==> src/rtl/rca_lsq_arbiter_pkg.sv <==
// Shared types and defaults for the RCA grid-slot to LSQ arbiter.
//   NUM_GRID_SLOTS             default number of grid slots with an LSQ port
//   XLEN                       address/data width
//   MAX_OUTSTANDING_LOADS_DFLT default depth of the in-order load-tag FIFO
//   slot_id_t                  slot index for the default slot count
//   lsq_req_t                  one buffered load/store request
//   id_width()                 index width for n entries, never below 1 bit
package rca_lsq_arbiter_pkg;

   localparam int NUM_GRID_SLOTS             = 4;
   localparam int XLEN                       = 32;
   localparam int MAX_OUTSTANDING_LOADS_DFLT = 8;
   localparam int SLOT_ID_W                  = $clog2(NUM_GRID_SLOTS);

   typedef logic [SLOT_ID_W-1:0] slot_id_t;

   typedef struct packed {
      logic [XLEN-1:0] addr;
      logic [XLEN-1:0] data;
      logic [2:0]      fn3;
      logic            load;
      logic            store;
   } lsq_req_t;

   function automatic int id_width(input int n);
      return (n > 1) ? $clog2(n) : 1;
   endfunction

endpackage

==> src/rtl/rca_lsq_arbiter_if.sv <==
// Bus bundle between the grid slots, the arbiter and the LSQ port.
//   slot_* inputs      per-slot request fields and single-cycle strobe
//   slot_* outputs     per-slot backpressure, load return data and pulse
//   lsq_* outputs      request issued towards the LSQ
//   lsq_* inputs       LSQ backpressure and in-order load completion
// Modports:
//   slave   the arbiter (serves slot requests, issues to the LSQ)
//   master  the surrounding environment (slots plus LSQ)
interface rca_lsq_arbiter_if
   import rca_lsq_arbiter_pkg::*;
#(
   parameter int NUM_SLOTS = NUM_GRID_SLOTS
);

   logic [NUM_SLOTS-1:0][XLEN-1:0] slot_addr;
   logic [NUM_SLOTS-1:0][XLEN-1:0] slot_data;
   logic [NUM_SLOTS-1:0][2:0]      slot_fn3;
   logic [NUM_SLOTS-1:0]           slot_load;
   logic [NUM_SLOTS-1:0]           slot_store;
   logic [NUM_SLOTS-1:0]           slot_new_request;
   logic [NUM_SLOTS-1:0]           slot_lsq_full;
   logic [NUM_SLOTS-1:0][XLEN-1:0] slot_load_data;
   logic [NUM_SLOTS-1:0]           slot_load_complete;

   logic [XLEN-1:0]                lsq_addr;
   logic [XLEN-1:0]                lsq_data;
   logic [2:0]                     lsq_fn3;
   logic                           lsq_load;
   logic                           lsq_store;
   logic                           lsq_new_request;
   logic                           lsq_full;
   logic [XLEN-1:0]                lsq_load_data;
   logic                           lsq_load_complete;

   modport slave (
      input  slot_addr, slot_data, slot_fn3, slot_load, slot_store, slot_new_request,
      input  lsq_full, lsq_load_data, lsq_load_complete,
      output slot_lsq_full, slot_load_data, slot_load_complete,
      output lsq_addr, lsq_data, lsq_fn3, lsq_load, lsq_store, lsq_new_request
   );

   modport master (
      output slot_addr, slot_data, slot_fn3, slot_load, slot_store, slot_new_request,
      output lsq_full, lsq_load_data, lsq_load_complete,
      input  slot_lsq_full, slot_load_data, slot_load_complete,
      input  lsq_addr, lsq_data, lsq_fn3, lsq_load, lsq_store, lsq_new_request
   );

endinterface

==> src/rtl/rca_lsq_arbiter_rr.sv <==
// Round-robin single-grant arbiter with its own rotating pointer.
//   clk, rst      clock, synchronous active-high reset (pointer -> 0)
//   req_i         request vector
//   grant_o       one-hot grant, first request at or after the pointer
//   grant_idx_o   index of the granted request
//   grant_any_o   a grant was made this cycle
// The pointer moves to granted index + 1 (mod N) and holds when idle.
module rca_rr_arbiter
   import rca_lsq_arbiter_pkg::*;
#(
   parameter int N = 4
)(
   input  logic                     clk,
   input  logic                     rst,
   input  logic [N-1:0]             req_i,
   output logic [N-1:0]             grant_o,
   output logic [id_width(N)-1:0]   grant_idx_o,
   output logic                     grant_any_o
);

   localparam int IW = id_width(N);

   logic [IW-1:0] ptr_q, ptr_d;
   logic [IW-1:0] idx_c;

   always_comb begin
      grant_o     = '0;
      grant_idx_o = '0;
      grant_any_o = 1'b0;
      idx_c       = '0;
      for (int k = 0; k < N; k++) begin
         idx_c = IW'((int'(ptr_q) + k) % N);
         if (!grant_any_o && req_i[idx_c]) begin
            grant_any_o    = 1'b1;
            grant_o[idx_c] = 1'b1;
            grant_idx_o    = idx_c;
         end
      end
      ptr_d = ptr_q;
      if (grant_any_o) begin
         ptr_d = (grant_idx_o == IW'(N - 1)) ? '0 : grant_idx_o + 1'b1;
      end
   end

   always_ff @(posedge clk) begin
      if (rst) begin
         ptr_q <= '0;
      end else begin
         ptr_q <= ptr_d;
      end
   end

endmodule

==> src/rtl/rca_lsq_arbiter.sv <==
// Arbiter between the RCA grid slots' LSQ request ports and the single
// Taiga load/store queue port.
//   clk, rst       clock, synchronous active-high reset
//   bus (slave)    slot request/return signals and the LSQ port
//   stall_cycles   (only with RCA_LSQ_ARB_PERF_EN) saturating count of
//                  cycles with a pending hold but no issue
// Each slot has a one-entry hold register; pending holds are issued one
// per cycle in round-robin order. Issued loads leave their slot ID in an
// in-order tag FIFO so each LSQ load completion is routed back, one cycle
// later, to the slot that asked for it.
// Optional feature macro: RCA_LSQ_ARB_PERF_EN.
module rca_lsq_arbiter
   import rca_lsq_arbiter_pkg::*;
#(
   parameter int NUM_SLOTS             = NUM_GRID_SLOTS,
   parameter int MAX_OUTSTANDING_LOADS = MAX_OUTSTANDING_LOADS_DFLT
)(
   input  logic              clk,
   input  logic              rst,
   rca_lsq_arbiter_if.slave  bus
`ifdef RCA_LSQ_ARB_PERF_EN
   ,
   output logic [31:0]       stall_cycles
`endif
);

   localparam int SW = id_width(NUM_SLOTS);
   localparam int TW = id_width(MAX_OUTSTANDING_LOADS);
   localparam int CW = TW + 1;

   typedef logic [SW-1:0] tag_t;

   // slot hold registers
   lsq_req_t             hold_q [NUM_SLOTS];
   lsq_req_t             hold_d [NUM_SLOTS];
   logic [NUM_SLOTS-1:0] hold_valid_q, hold_valid_d;

   logic [NUM_SLOTS-1:0] eligible;
   logic [NUM_SLOTS-1:0] grant;
   logic [NUM_SLOTS-1:0] slot_full;
   logic [SW-1:0]        grant_idx;
   logic                 grant_any;
   lsq_req_t             issue_req;

   // in-order load-tag FIFO
   tag_t                 tag_mem_q [MAX_OUTSTANDING_LOADS];
   tag_t                 tag_mem_d [MAX_OUTSTANDING_LOADS];
   logic [TW-1:0]        tag_rd_q, tag_rd_d;
   logic [TW-1:0]        tag_wr_q, tag_wr_d;
   logic [CW-1:0]        tag_cnt_q, tag_cnt_d;
   logic                 tag_full, tag_empty, tag_push, tag_pop;
   tag_t                 tag_head;

   // load return
   logic [NUM_SLOTS-1:0]           complete_q, complete_d;
   logic [NUM_SLOTS-1:0][XLEN-1:0] load_data_q, load_data_d;

   assign tag_full  = (tag_cnt_q == CW'(MAX_OUTSTANDING_LOADS));
   assign tag_empty = (tag_cnt_q == '0);
   assign tag_head  = tag_mem_q[tag_rd_q];

   // The load check uses this cycle's FIFO count only; a pop happening in
   // the same cycle does not open a slot until the next cycle.
   always_comb begin
      eligible = '0;
      for (int i = 0; i < NUM_SLOTS; i++) begin
         eligible[i] = hold_valid_q[i] && !bus.lsq_full && (!hold_q[i].load || !tag_full);
      end
   end

   rca_rr_arbiter #(
      .N (NUM_SLOTS)
   ) u_rr (
      .clk         (clk),
      .rst         (rst),
      .req_i       (eligible),
      .grant_o     (grant),
      .grant_idx_o (grant_idx),
      .grant_any_o (grant_any)
   );

   // A granted hold frees up in the same cycle, so a slot may strobe again
   // right away and keep one request per cycle flowing.
   assign slot_full = hold_valid_q & ~grant;
   assign issue_req = hold_q[grant_idx];

   assign bus.slot_lsq_full      = slot_full;
   assign bus.lsq_new_request    = grant_any;
   assign bus.lsq_addr           = issue_req.addr;
   assign bus.lsq_data           = issue_req.data;
   assign bus.lsq_fn3            = issue_req.fn3;
   assign bus.lsq_load           = grant_any & issue_req.load;
   assign bus.lsq_store          = grant_any & issue_req.store;
   assign bus.slot_load_complete = complete_q;
   assign bus.slot_load_data     = load_data_q;

   // Strobes against a full slot are dropped; capture wins over release.
   always_comb begin
      hold_d       = hold_q;
      hold_valid_d = hold_valid_q;
      for (int i = 0; i < NUM_SLOTS; i++) begin
         if (grant[i]) begin
            hold_valid_d[i] = 1'b0;
         end
         if (bus.slot_new_request[i] && !slot_full[i]) begin
            hold_valid_d[i] = 1'b1;
            hold_d[i]       = '{addr:  bus.slot_addr[i],
                                data:  bus.slot_data[i],
                                fn3:   bus.slot_fn3[i],
                                load:  bus.slot_load[i],
                                store: bus.slot_store[i]};
         end
      end
   end

   assign tag_push = grant_any && issue_req.load;
   assign tag_pop  = bus.lsq_load_complete && !tag_empty;

   always_comb begin
      tag_mem_d = tag_mem_q;
      tag_wr_d  = tag_wr_q;
      tag_rd_d  = tag_rd_q;
      tag_cnt_d = tag_cnt_q;
      if (tag_push) begin
         tag_mem_d[tag_wr_q] = grant_idx;
         tag_wr_d            = tag_wr_q + 1'b1;
      end
      if (tag_pop) begin
         tag_rd_d = tag_rd_q + 1'b1;
      end
      case ({tag_push, tag_pop})
         2'b10:   tag_cnt_d = tag_cnt_q + 1'b1;
         2'b01:   tag_cnt_d = tag_cnt_q - 1'b1;
         default: tag_cnt_d = tag_cnt_q;
      endcase
   end

   // Completions with no tag outstanding are dropped silently.
   always_comb begin
      complete_d  = '0;
      load_data_d = load_data_q;
      if (tag_pop) begin
         complete_d[tag_head]  = 1'b1;
         load_data_d[tag_head] = bus.lsq_load_data;
      end
   end

   always_ff @(posedge clk) begin
      if (rst) begin
         for (int i = 0; i < NUM_SLOTS; i++) begin
            hold_q[i] <= '0;
         end
         for (int j = 0; j < MAX_OUTSTANDING_LOADS; j++) begin
            tag_mem_q[j] <= '0;
         end
         hold_valid_q <= '0;
         tag_rd_q     <= '0;
         tag_wr_q     <= '0;
         tag_cnt_q    <= '0;
         complete_q   <= '0;
         load_data_q  <= '0;
      end else begin
         hold_q       <= hold_d;
         hold_valid_q <= hold_valid_d;
         tag_mem_q    <= tag_mem_d;
         tag_rd_q     <= tag_rd_d;
         tag_wr_q     <= tag_wr_d;
         tag_cnt_q    <= tag_cnt_d;
         complete_q   <= complete_d;
         load_data_q  <= load_data_d;
      end
   end

`ifdef RCA_LSQ_ARB_PERF_EN
   logic [31:0] stall_q, stall_d;

   always_comb begin
      stall_d = stall_q;
      if ((|hold_valid_q) && !grant_any && (stall_q != '1)) begin
         stall_d = stall_q + 32'd1;
      end
   end

   always_ff @(posedge clk) begin
      if (rst) begin
         stall_q <= '0;
      end else begin
         stall_q <= stall_d;
      end
   end

   assign stall_cycles = stall_q;
`endif

endmodule

==> src/flat_wrapper.sv <==
// flat-port wrapper written by rule: the top's interface ports become plain ports
module rca_lsq_arbiter_flat import rca_lsq_arbiter_pkg::*;
#(
   parameter int NUM_SLOTS             = NUM_GRID_SLOTS,
   parameter int MAX_OUTSTANDING_LOADS = MAX_OUTSTANDING_LOADS_DFLT
)
  (clk, rst, bus_slot_addr, bus_slot_data, bus_slot_fn3, bus_slot_load, bus_slot_store, bus_slot_new_request, bus_lsq_full, bus_lsq_load_data, bus_lsq_load_complete, bus_slot_lsq_full, bus_slot_load_data, bus_slot_load_complete, bus_lsq_addr, bus_lsq_data, bus_lsq_fn3, bus_lsq_load, bus_lsq_store, bus_lsq_new_request);
  rca_lsq_arbiter_if #(.NUM_SLOTS(NUM_SLOTS)) bus_i ();
  input  logic clk;
  input  logic rst;
  input wire logic [$bits(bus_i.slot_addr)-1:0] bus_slot_addr;
  input wire logic [$bits(bus_i.slot_data)-1:0] bus_slot_data;
  input wire logic [$bits(bus_i.slot_fn3)-1:0] bus_slot_fn3;
  input wire logic [$bits(bus_i.slot_load)-1:0] bus_slot_load;
  input wire logic [$bits(bus_i.slot_store)-1:0] bus_slot_store;
  input wire logic [$bits(bus_i.slot_new_request)-1:0] bus_slot_new_request;
  input wire logic [$bits(bus_i.lsq_full)-1:0] bus_lsq_full;
  input wire logic [$bits(bus_i.lsq_load_data)-1:0] bus_lsq_load_data;
  input wire logic [$bits(bus_i.lsq_load_complete)-1:0] bus_lsq_load_complete;
  output wire logic [$bits(bus_i.slot_lsq_full)-1:0] bus_slot_lsq_full;
  output wire logic [$bits(bus_i.slot_load_data)-1:0] bus_slot_load_data;
  output wire logic [$bits(bus_i.slot_load_complete)-1:0] bus_slot_load_complete;
  output wire logic [$bits(bus_i.lsq_addr)-1:0] bus_lsq_addr;
  output wire logic [$bits(bus_i.lsq_data)-1:0] bus_lsq_data;
  output wire logic [$bits(bus_i.lsq_fn3)-1:0] bus_lsq_fn3;
  output wire logic [$bits(bus_i.lsq_load)-1:0] bus_lsq_load;
  output wire logic [$bits(bus_i.lsq_store)-1:0] bus_lsq_store;
  output wire logic [$bits(bus_i.lsq_new_request)-1:0] bus_lsq_new_request;
  assign bus_i.slot_addr = bus_slot_addr;
  assign bus_i.slot_data = bus_slot_data;
  assign bus_i.slot_fn3 = bus_slot_fn3;
  assign bus_i.slot_load = bus_slot_load;
  assign bus_i.slot_store = bus_slot_store;
  assign bus_i.slot_new_request = bus_slot_new_request;
  assign bus_i.lsq_full = bus_lsq_full;
  assign bus_i.lsq_load_data = bus_lsq_load_data;
  assign bus_i.lsq_load_complete = bus_lsq_load_complete;
  assign bus_slot_lsq_full = bus_i.slot_lsq_full;
  assign bus_slot_load_data = bus_i.slot_load_data;
  assign bus_slot_load_complete = bus_i.slot_load_complete;
  assign bus_lsq_addr = bus_i.lsq_addr;
  assign bus_lsq_data = bus_i.lsq_data;
  assign bus_lsq_fn3 = bus_i.lsq_fn3;
  assign bus_lsq_load = bus_i.lsq_load;
  assign bus_lsq_store = bus_i.lsq_store;
  assign bus_lsq_new_request = bus_i.lsq_new_request;
  rca_lsq_arbiter #(.NUM_SLOTS(NUM_SLOTS), .MAX_OUTSTANDING_LOADS(MAX_OUTSTANDING_LOADS)) u_core (.clk(clk), .rst(rst), .bus(bus_i));
endmodule
==> config.mk <==
export PLATFORM = sky130hd
export DESIGN_NAME = rca_lsq_arbiter_flat
export DESIGN_NICKNAME = d
export VERILOG_FILES = /design/src/rtl/rca_lsq_arbiter_pkg.sv /design/src/rtl/rca_lsq_arbiter_if.sv /design/src/rtl/rca_lsq_arbiter_rr.sv /design/src/rtl/rca_lsq_arbiter.sv /design/src/flat_wrapper.sv
export SDC_FILE = /design/constraint.sdc
export NUM_CORES = 1
export LEC_CHECK = 0
export CORE_ASPECT_RATIO = 1.75
export CORE_MARGIN = 2
export CORE_UTILIZATION = 32
export CTS_BUF_LIST = sky130_fd_sc_hd__clkbuf_4 sky130_fd_sc_hd__clkbuf_8 sky130_fd_sc_hd__clkbuf_16
export DETAILED_ROUTE_END_ITERATION = 6
export PLACE_DENSITY = 0.59
export SYNTH_ARGS = -nofsm -noshare
export SYNTH_HDL_FRONTEND = slang
export SYNTH_SLANG_ARGS = --single-unit
export TNS_END_PERCENT = 5
==> constraint.sdc <==
create_clock -name clk -period 8.07 [get_ports clk]
set_clock_uncertainty 0.1 [all_clocks]
set_input_delay 1.614 -clock clk [delete_from_list [all_inputs] [get_ports clk]]
set_output_delay 1.614 -clock clk [all_outputs]
set_load 0.01 [all_outputs]
After elaboration in Yosys (flattened, before gate mapping)
Cells that the tools add are included.
Widths: inputs -> output; s select.

cells by class
  $add $sub $neg = 8
  $lt $le $gt $ge = 14
  equality and inequality tests = 4
  multiplexer cells = 52
  bitwise gates (word level) = 11
  reduce and logical (&&, ||, !) cells = 48

operators by type and width
  kind                 count
  $bmux 69 s2          1
  $mux 69              2
  $bwmux 128           1
  $demux 32 s2         1
  $mux 32              1
  $logic_and 1x1->1    23
  $mux 1               21
  $bwmux 16            1
  $mux 2               8
  $mux 4               4
  $lt 2x3->1 const B   5
  $logic_not 1->1      14
  $or 4x4->4           3
  $demux 1 s2          5
  $ge 2x1->1 const B   5
  $reduce_bool 2->1    5
  $bmux 1 s2           4
  $ge 4x4->1 const B   2
  $not 3->4            2
  $pmux 4 s2           1
  $add 3x1->3 const B  2
  $bmux 2 s3           1
  $demux 2 s3          1
  $add 2x1->2 const B  2
  16 further kinds     22

storage, ports and cells
  register bits = 440
  input bits = 316

Logic depth before layout (Yosys ltp)
  depth after elaboration = 23
  gate-level depth with buffers = 18
  mapped depth without buffers = 17

Cells and area by module
Synthesis repeated with hierarchy kept, for this count alone.

second synthesis, totals
  cells, all modules = 1954
  area, all modules = 17719.5 um^2

by module, submodules not included
  module           times used  cells an instance  area an instance (um^2)
  rca_lsq_arbiter  1           1888               17166.5
  rca_rr_arbiter   1           66                 553.0

Least setup slack after synthesis
Ideal clock, no wire load.

  path type = in2out
  start point = input bus_lsq_full
  end point = output bus_lsq_addr[0]
  arrival = 3.350 ns
  required time = 6.356 ns
  path slack = 3.006 ns
  stages = 11
  buffers on the path = 4
  cells stage by stage = nor2_1 > o21ai_1 > and2_1 > buf_2 > and2_0 > a211o_1 > buf_4 > buf_2 > clkbuf_2 > and3_1 > a31oi_1

between the ends
  word-level cells in the longest chain between the ends = 19

ends and longest elaborated chain
  item                                             RTL line                  RTL
  start, declared                                  flat_wrapper.sv:17        input wire logic [$bits(bus_i.lsq_full)-1:0] bus_lsq_full;
  $logic_not 1->1 (*)                              rca_lsq_arbiter.sv:67     eligible[i] = hold_valid_q[i] && !bus.lsq_full && (!hold_q[i].load || !tag_full);
  $logic_and 1x1->1 (2 in series)                  rca_lsq_arbiter.sv:67
  $bmux 1 s2                                       rca_lsq_arbiter_rr.sv:33  if (!grant_any_o && req_i[idx_c]) begin
  $mux 1 (implied by the code)                     rca_lsq_arbiter_rr.sv:33
  $mux 1                                           rca_lsq_arbiter_rr.sv:33
  $logic_not 1->1                                  rca_lsq_arbiter_rr.sv:33
  $logic_and 1x1->1                                rca_lsq_arbiter_rr.sv:33
  $mux 1                                           rca_lsq_arbiter_rr.sv:33
  $logic_not 1->1                                  rca_lsq_arbiter_rr.sv:33
  $logic_and 1x1->1                                rca_lsq_arbiter_rr.sv:33
  $mux 1                                           rca_lsq_arbiter_rr.sv:33
  $logic_not 1->1                                  rca_lsq_arbiter_rr.sv:33
  $logic_and 1x1->1                                rca_lsq_arbiter_rr.sv:33
  $mux 2 (*)                                       rca_lsq_arbiter_rr.sv:33
  $not 2->3 (implied by the code) (*)              rca_lsq_arbiter.sv:85     assign issue_req = hold_q[grant_idx];
  $bmux 69 s2 (*)                                  rca_lsq_arbiter.sv:85
  $mux 69 (implied by the code) (*) (2 in series)  rca_lsq_arbiter.sv:85
  end, declared                                    flat_wrapper.sv:23        output wire logic [$bits(bus_i.lsq_addr)-1:0] bus_lsq_addr;

Mark *: on every way between the ends. The rest lies on a longest branch, timed or not. The select of a mux whose other input is x is not followed.

Final worst setup path
  start point = input bus_lsq_full
  end point = output bus_lsq_data[2]

between the ends
  word-level cells in the longest chain between the ends = 19

ends and longest elaborated chain
  item                                             RTL line                  RTL
  $logic_not 1->1 (*)                              rca_lsq_arbiter.sv:67
  $logic_and 1x1->1 (2 in series)                  rca_lsq_arbiter.sv:67
  $bmux 1 s2                                       rca_lsq_arbiter_rr.sv:33
  $mux 1 (implied by the code)                     rca_lsq_arbiter_rr.sv:33
  $mux 1                                           rca_lsq_arbiter_rr.sv:33
  $logic_not 1->1                                  rca_lsq_arbiter_rr.sv:33
  $logic_and 1x1->1                                rca_lsq_arbiter_rr.sv:33
  $mux 1                                           rca_lsq_arbiter_rr.sv:33
  $logic_not 1->1                                  rca_lsq_arbiter_rr.sv:33
  $logic_and 1x1->1                                rca_lsq_arbiter_rr.sv:33
  $mux 1                                           rca_lsq_arbiter_rr.sv:33
  $logic_not 1->1                                  rca_lsq_arbiter_rr.sv:33
  $logic_and 1x1->1                                rca_lsq_arbiter_rr.sv:33
  $mux 2 (*)                                       rca_lsq_arbiter_rr.sv:33
  $not 2->3 (implied by the code) (*)              rca_lsq_arbiter.sv:85
  $bmux 69 s2 (*)                                  rca_lsq_arbiter.sv:85
  $mux 69 (implied by the code) (*) (2 in series)  rca_lsq_arbiter.sv:85
  end, declared                                    flat_wrapper.sv:24        output wire logic [$bits(bus_i.lsq_data)-1:0] bus_lsq_data;

Marks and branches as above.

==> load_flow_metrics.sql <==
INSERT INTO impl_metrics (metric_group, metric, value, unit) VALUES
('run_status', 'status', 'complete, no violations', ''),
('placed_design', 'portBuffers', '521', ''),
('synth', 'yosysSeqAreaShare', '47.1', '%'),
('critical_path', 'critical_path.startpoint_type', 'primary input', ''),
('cells_and_area', 'finalInstanceArea', '25900', 'sq um'),
('power', 'irDropWorstVdd', '0.164', 'mV'),
('global_route', 'first_global_vias', '17100', ''),
('power', 'power_density', '222', 'nW/um^2'),
('floorplan', 'placementRows', '117', ''),
('drt', 'wire_per_inst', '19.4', 'um'),
('power', 'p_leak', '10.6', 'nW'),
('synth', 'avgSynthCellArea', '8.63', 'sq um'),
('drt', 'via_count', '16900', ''),
('global_route', 'antenna_violations_before_repair', '13', ''),
('critical_path', 'worst_path_most_repeated_cell', 'sky130_fd_sc_hd__clkdlybuf4s50_1', ''),
('placed_design', 'place_ws', '1.09', 'ns'),
('clocking', 'worst_skew_pair.late_latency', '0.57', 'ns'),
('drt', 'via_per_inst', '4.96', ''),
('floorplan', 'die_y', '324', 'um'),
('clocking', 'cts_resized', '0', ''),
('cells_and_area', 'layout-drive-gt1-share', '4.80', '%'),
('clocking', 'clock_path_buffers', '3', ''),
('drt', 'drc_marker_count_from_the_first_detailed_route_iteration', '922', ''),
('global_route', 'grt.total_usage', '21.2', '%'),
('global_route', 'grt_max_degree', '137', ''),
('cells_and_area', 'synthToLayoutAreaGrowth', '38.5', '%'),
('floorplan', 'pin_count', '522', ''),
('critical_path', 'r2r.worst_path.cells', '16', ''),
('floorplan', 'die_x', '187', 'um'),
('synth', 'yosys_warnings', '0', ''),
('clocking', 'cts_num_sinks', '440', ''),
('clocking', 'cts_setup_buffers', '0', ''),
('synth', 'netlist_instances', '2168', ''),
('drt', 'drt_pre_antenna_iters', '5', ''),
('timing', 'worst-slew-pin-transition', '1.12', 'ns'),
('placed_design', 'gp_routability_congestion', '0.879', ''),
('clocking', 'clock_root_buffer', 'sky130_fd_sc_hd__clkbuf_16', ''),
('timing', 'timing.final.crit_period', '7.05', 'ns'),
('floorplan', 'die_area', '60500', 'sq um'),
('synth', 'syn-num-nets', '2495', ''),
('hold_path', 'hp-class', 'reg2reg', ''),
('synth', 'netlist-cell-type-count', '59', ''),
('timing', 'setup_tns', '0', 'ns'),
('hold_path', 'timing.hold.worst_path_depth', '2', ''),
('global_route', 'total_grt_overflow', '0', ''),
('clocking', 'worst_setup_hold_path_clk_slew', '0.06', 'ns'),
('power', 'p_total', '5.76', 'mW'),
('timing', 'timing.final.ws_setup', '1.02', 'ns'),
('clocking', 'tritoncts', 'yes', ''),
('flow_run', 'drv.max_cap_violation_count', '0', ''),
('critical_path', 'critical_path_arrival', '5.33', 'ns'),
('drt', 'drc_violations_left', '0', ''),
('synth', 'synth-main-ff-cell', 'sky130_fd_sc_hd__dfxtp_1', ''),
('critical_path', 'cpMaxStageDelayCell', 'sky130_fd_sc_hd__clkdlybuf4s50_1', ''),
('floorplan', 'initial_core_utilization', '32.3', '%'),
('synth', 'synth_async_sr_flop_share', '0', '%'),
('timing', 'fmax', '142', 'MHz'),
('synth', 'ys_ff_latch', '440', ''),
('critical_path', 'worstSetupPathType', 'in2out', ''),
('clocking', 'numCtsBuffers', '45', ''),
('placed_design', 'hpwlAfterDp', '44900', 'um'),
('critical_path', 'setup.worst_path.end_class', 'primary output', ''),
('critical_path', 'cp_data_required_time', '6.36', 'ns'),
('synth', 'synth_edf_count', '0', ''),
('clocking', 'htreeDepth', '2', ''),
('timing', 'slew_headroom', '24.3', '%'),
('global_route', 'global_route_wire_length_before_repair', '101000', 'um'),
('timing', 'min_period_over_period', '87.3', '%'),
('timing', 'finalSetupViolCount', '0', ''),
('critical_path', 'critPathMaxFanout', '49', ''),
('cells_and_area', 'filler_cell_count', '5756', ''),
('critical_path', 'worstPathCellList', 'clkdlybuf4s50_1 > nor2_1 > o21ai_1 > and2_1 > a2111oi_2 > a211o_2 > inv_4 > buf_4 > a31oi_1 > clkdlybuf4s50_1', ''),
('timing', 'hold_violations', '0', ''),
('clocking', 'cts_hold_buffers', '0', ''),
('cells_and_area', 'finish.net_count', '2923', ''),
('critical_path', 'critical-path-max-stage-delay', '0.84', 'ns'),
('timing', 'report.final.slew_viol_count', '0', ''),
('timing', 'grt_setup_unrepaired', 'false', ''),
('synth', 'cell_area_after_synthesis', '18700', 'sq um'),
('floorplan', 'design.core.area', '58000', 'sq um'),
('drt', 'antenna_left', '0', ''),
('drt', 'drt-total-wl', '66200', 'um'),
('placed_design', 'placed_cell_area', '24400', 'sq um');
path summary, 6_finish.rpt:
check | startpoint | endpoint | slack [ns]
max reg2reg | u_core.u_rr.ptr_q[0]$_SDFFE_PP0P_ | u_core.tag_cnt_q[3]$_SDFFE_PP0P_ | 2.73
max | bus_lsq_full | bus_lsq_data[2] | 1.02
min | u_core.bus.slot_load_data[39]$_SDFFE_PP0P_ | u_core.bus.slot_load_data[39]$_SDFFE_PP0P_ | 0.35
min reg2reg | u_core.bus.slot_load_data[39]$_SDFFE_PP0P_ | u_core.bus.slot_load_data[39]$_SDFFE_PP0P_ | 0.35
layout make-up:
type | count | area (sq um) | share of cell area [%]
clock buffers | 63 | 1350 | 5.19
multi-input cells | 1550 | 9050 | 34.9
well taps | 773 | 967 | 3.73
inverters | 17 | 68.8 | 0.266
flip-flops and latches | 440 | 8810 | 34.0
diodes | 11 | 27.5 | 0.106
repair buffers | 542 | 5450 | 21.0
clock inverters | 15 | 191 | 0.739
through the flow:
stage,std cells,hold WS [ns],utilization [%]
floorplan,2168,0.349,-
global placement,3322,0.342,42.0
detailed placement,3322,0.347,42.0
CTS,3400,0.355,44.7
global route,3411,0.372,44.7
finish,3411,0.351,44.7
state kept, by name (all words and copies together) (netlist names), 3 cells and up:
| register | cells |
|---|---|
| u_core.hold_valid_q | 4 |
| u_core.tag_wr_q | 3 |
| u_core.bus.slot_load_complete | 4 |
| u_core.tag_rd_q | 3 |
| u_core.tag_cnt_q | 4 |
| u_core.bus.slot_load_data | 128 |
| u_core.tag_mem_q | 16 |
| u_core.hold_q | 276 |
routing by layer:
metal  share of wire, %  wire, um  up-vias  track usage (%)
met5              0.035        23        -                0
met4                2.9      1900        4             8.08
met3                6.9      4580       90             4.88
met2                 51     33500      619             38.6
met1                 40     26200     8115             24.0
li1                   -         -     8081                -
cell families after synthesis:
kind of cell | after synthesis | share of synthesized area [%]
muxes | 340 | 18.6
and+or+nand+nor | 949 | 20.6
adders and majority gates | 11 | 0.776
buffers and inverters | 178 | 4.87
xor gates and xnor gates | 5 | 0.234
DFF | 440 | 47.1
AOI/OAI and AO/OA | 245 | 7.86
report_power, final:
| part | switching (mW) | leakage [nW] | internal [mW] |
|---|---|---|---|
| sequential | 0.0846 | 3.59 | 2.31 |
| combinational | 0.596 | 6.28 | 0.589 |
| clock | 0.894 | 0.772 | 1.29 |
cells in the mapped netlist (2+ instances only):
master	number	area share, %
sky130_fd_sc_hd__nand2_1	484	9.7
sky130_fd_sc_hd__dfxtp_1	440	47
sky130_fd_sc_hd__nor2_1	351	7.0
sky130_fd_sc_hd__mux2i_1	332	18
sky130_fd_sc_hd__a21oi_1	118	3.2
sky130_fd_sc_hd__clkbuf_1	112	2.2
sky130_fd_sc_hd__and3_1	69	2.3
sky130_fd_sc_hd__a31oi_1	67	2.2
sky130_fd_sc_hd__buf_4	27	1.1
sky130_fd_sc_hd__o21ai_0	19	0.51
sky130_fd_sc_hd__inv_1	15	0.30
sky130_fd_sc_hd__nand2b_1	12	0.40
sky130_fd_sc_hd__buf_2	10	0.27
sky130_fd_sc_hd__ha_1	10	0.67
sky130_fd_sc_hd__a211oi_1	7	0.28
sky130_fd_sc_hd__nor3_1	7	0.19
sky130_fd_sc_hd__nor2b_1	6	0.20
sky130_fd_sc_hd__mux4_2	5	0.60
sky130_fd_sc_hd__nand3_1	5	0.13
sky130_fd_sc_hd__nor4_1	5	0.17
sky130_fd_sc_hd__a311o_1	4	0.21
sky130_fd_sc_hd__and2_1	4	0.13
sky130_fd_sc_hd__buf_12	4	0.43
sky130_fd_sc_hd__buf_8	4	0.32
sky130_fd_sc_hd__o21ba_2	4	0.21
sky130_fd_sc_hd__o31ai_2	4	0.27
sky130_fd_sc_hd__a21o_2	3	0.14
sky130_fd_sc_hd__xor2_1	3	0.14
sky130_fd_sc_hd__a21boi_0	2	0.080
sky130_fd_sc_hd__a21o_1	2	0.080
sky130_fd_sc_hd__buf_6	2	0.12
sky130_fd_sc_hd__o21ai_1	2	0.053
sky130_fd_sc_hd__or3_1	2	0.067
sky130_fd_sc_hd__xnor2_1	2	0.094
layout by cell type (no fill, tap or decap), types with 3 or more instances in the layout:
cell type / count
sky130_fd_sc_hd__diode_2: 11
sky130_fd_sc_hd__nand2b_1: 12
sky130_fd_sc_hd__inv_1: 15
sky130_fd_sc_hd__o21ba_2: 4
sky130_fd_sc_hd__xor2_1: 3
sky130_fd_sc_hd__nor2b_1: 6
sky130_fd_sc_hd__dfxtp_1: 440
sky130_fd_sc_hd__clkdlybuf4s50_1: 520
sky130_fd_sc_hd__nor4_1: 5
sky130_fd_sc_hd__mux2i_1: 332
sky130_fd_sc_hd__a21oi_1: 118
sky130_fd_sc_hd__nor2_1: 351
sky130_fd_sc_hd__bufinv_16: 4
sky130_fd_sc_hd__and3_1: 69
sky130_fd_sc_hd__o31ai_4: 4
sky130_fd_sc_hd__buf_12: 6
sky130_fd_sc_hd__o21ai_0: 19
sky130_fd_sc_hd__a211oi_1: 7
sky130_fd_sc_hd__ha_1: 10
sky130_fd_sc_hd__nand2_1: 484
sky130_fd_sc_hd__clkbuf_16: 47
sky130_fd_sc_hd__clkbuf_4: 8
sky130_fd_sc_hd__and2_1: 4
sky130_fd_sc_hd__clkinv_2: 7
sky130_fd_sc_hd__a31oi_1: 67
sky130_fd_sc_hd__buf_4: 15
sky130_fd_sc_hd__clkbuf_8: 8
sky130_fd_sc_hd__mux4_2: 5
sky130_fd_sc_hd__a311o_1: 4
sky130_fd_sc_hd__a21o_2: 3
sky130_fd_sc_hd__nand3_1: 4
sky130_fd_sc_hd__nor3_1: 6
worst max-delay path, delay by kind of cell:
kind	cells	cell delay (ns)
buf+inv	4	2.31
compound gates	4	0.91
simple gates	2	0.47
(Power assumes the default switching activity.)
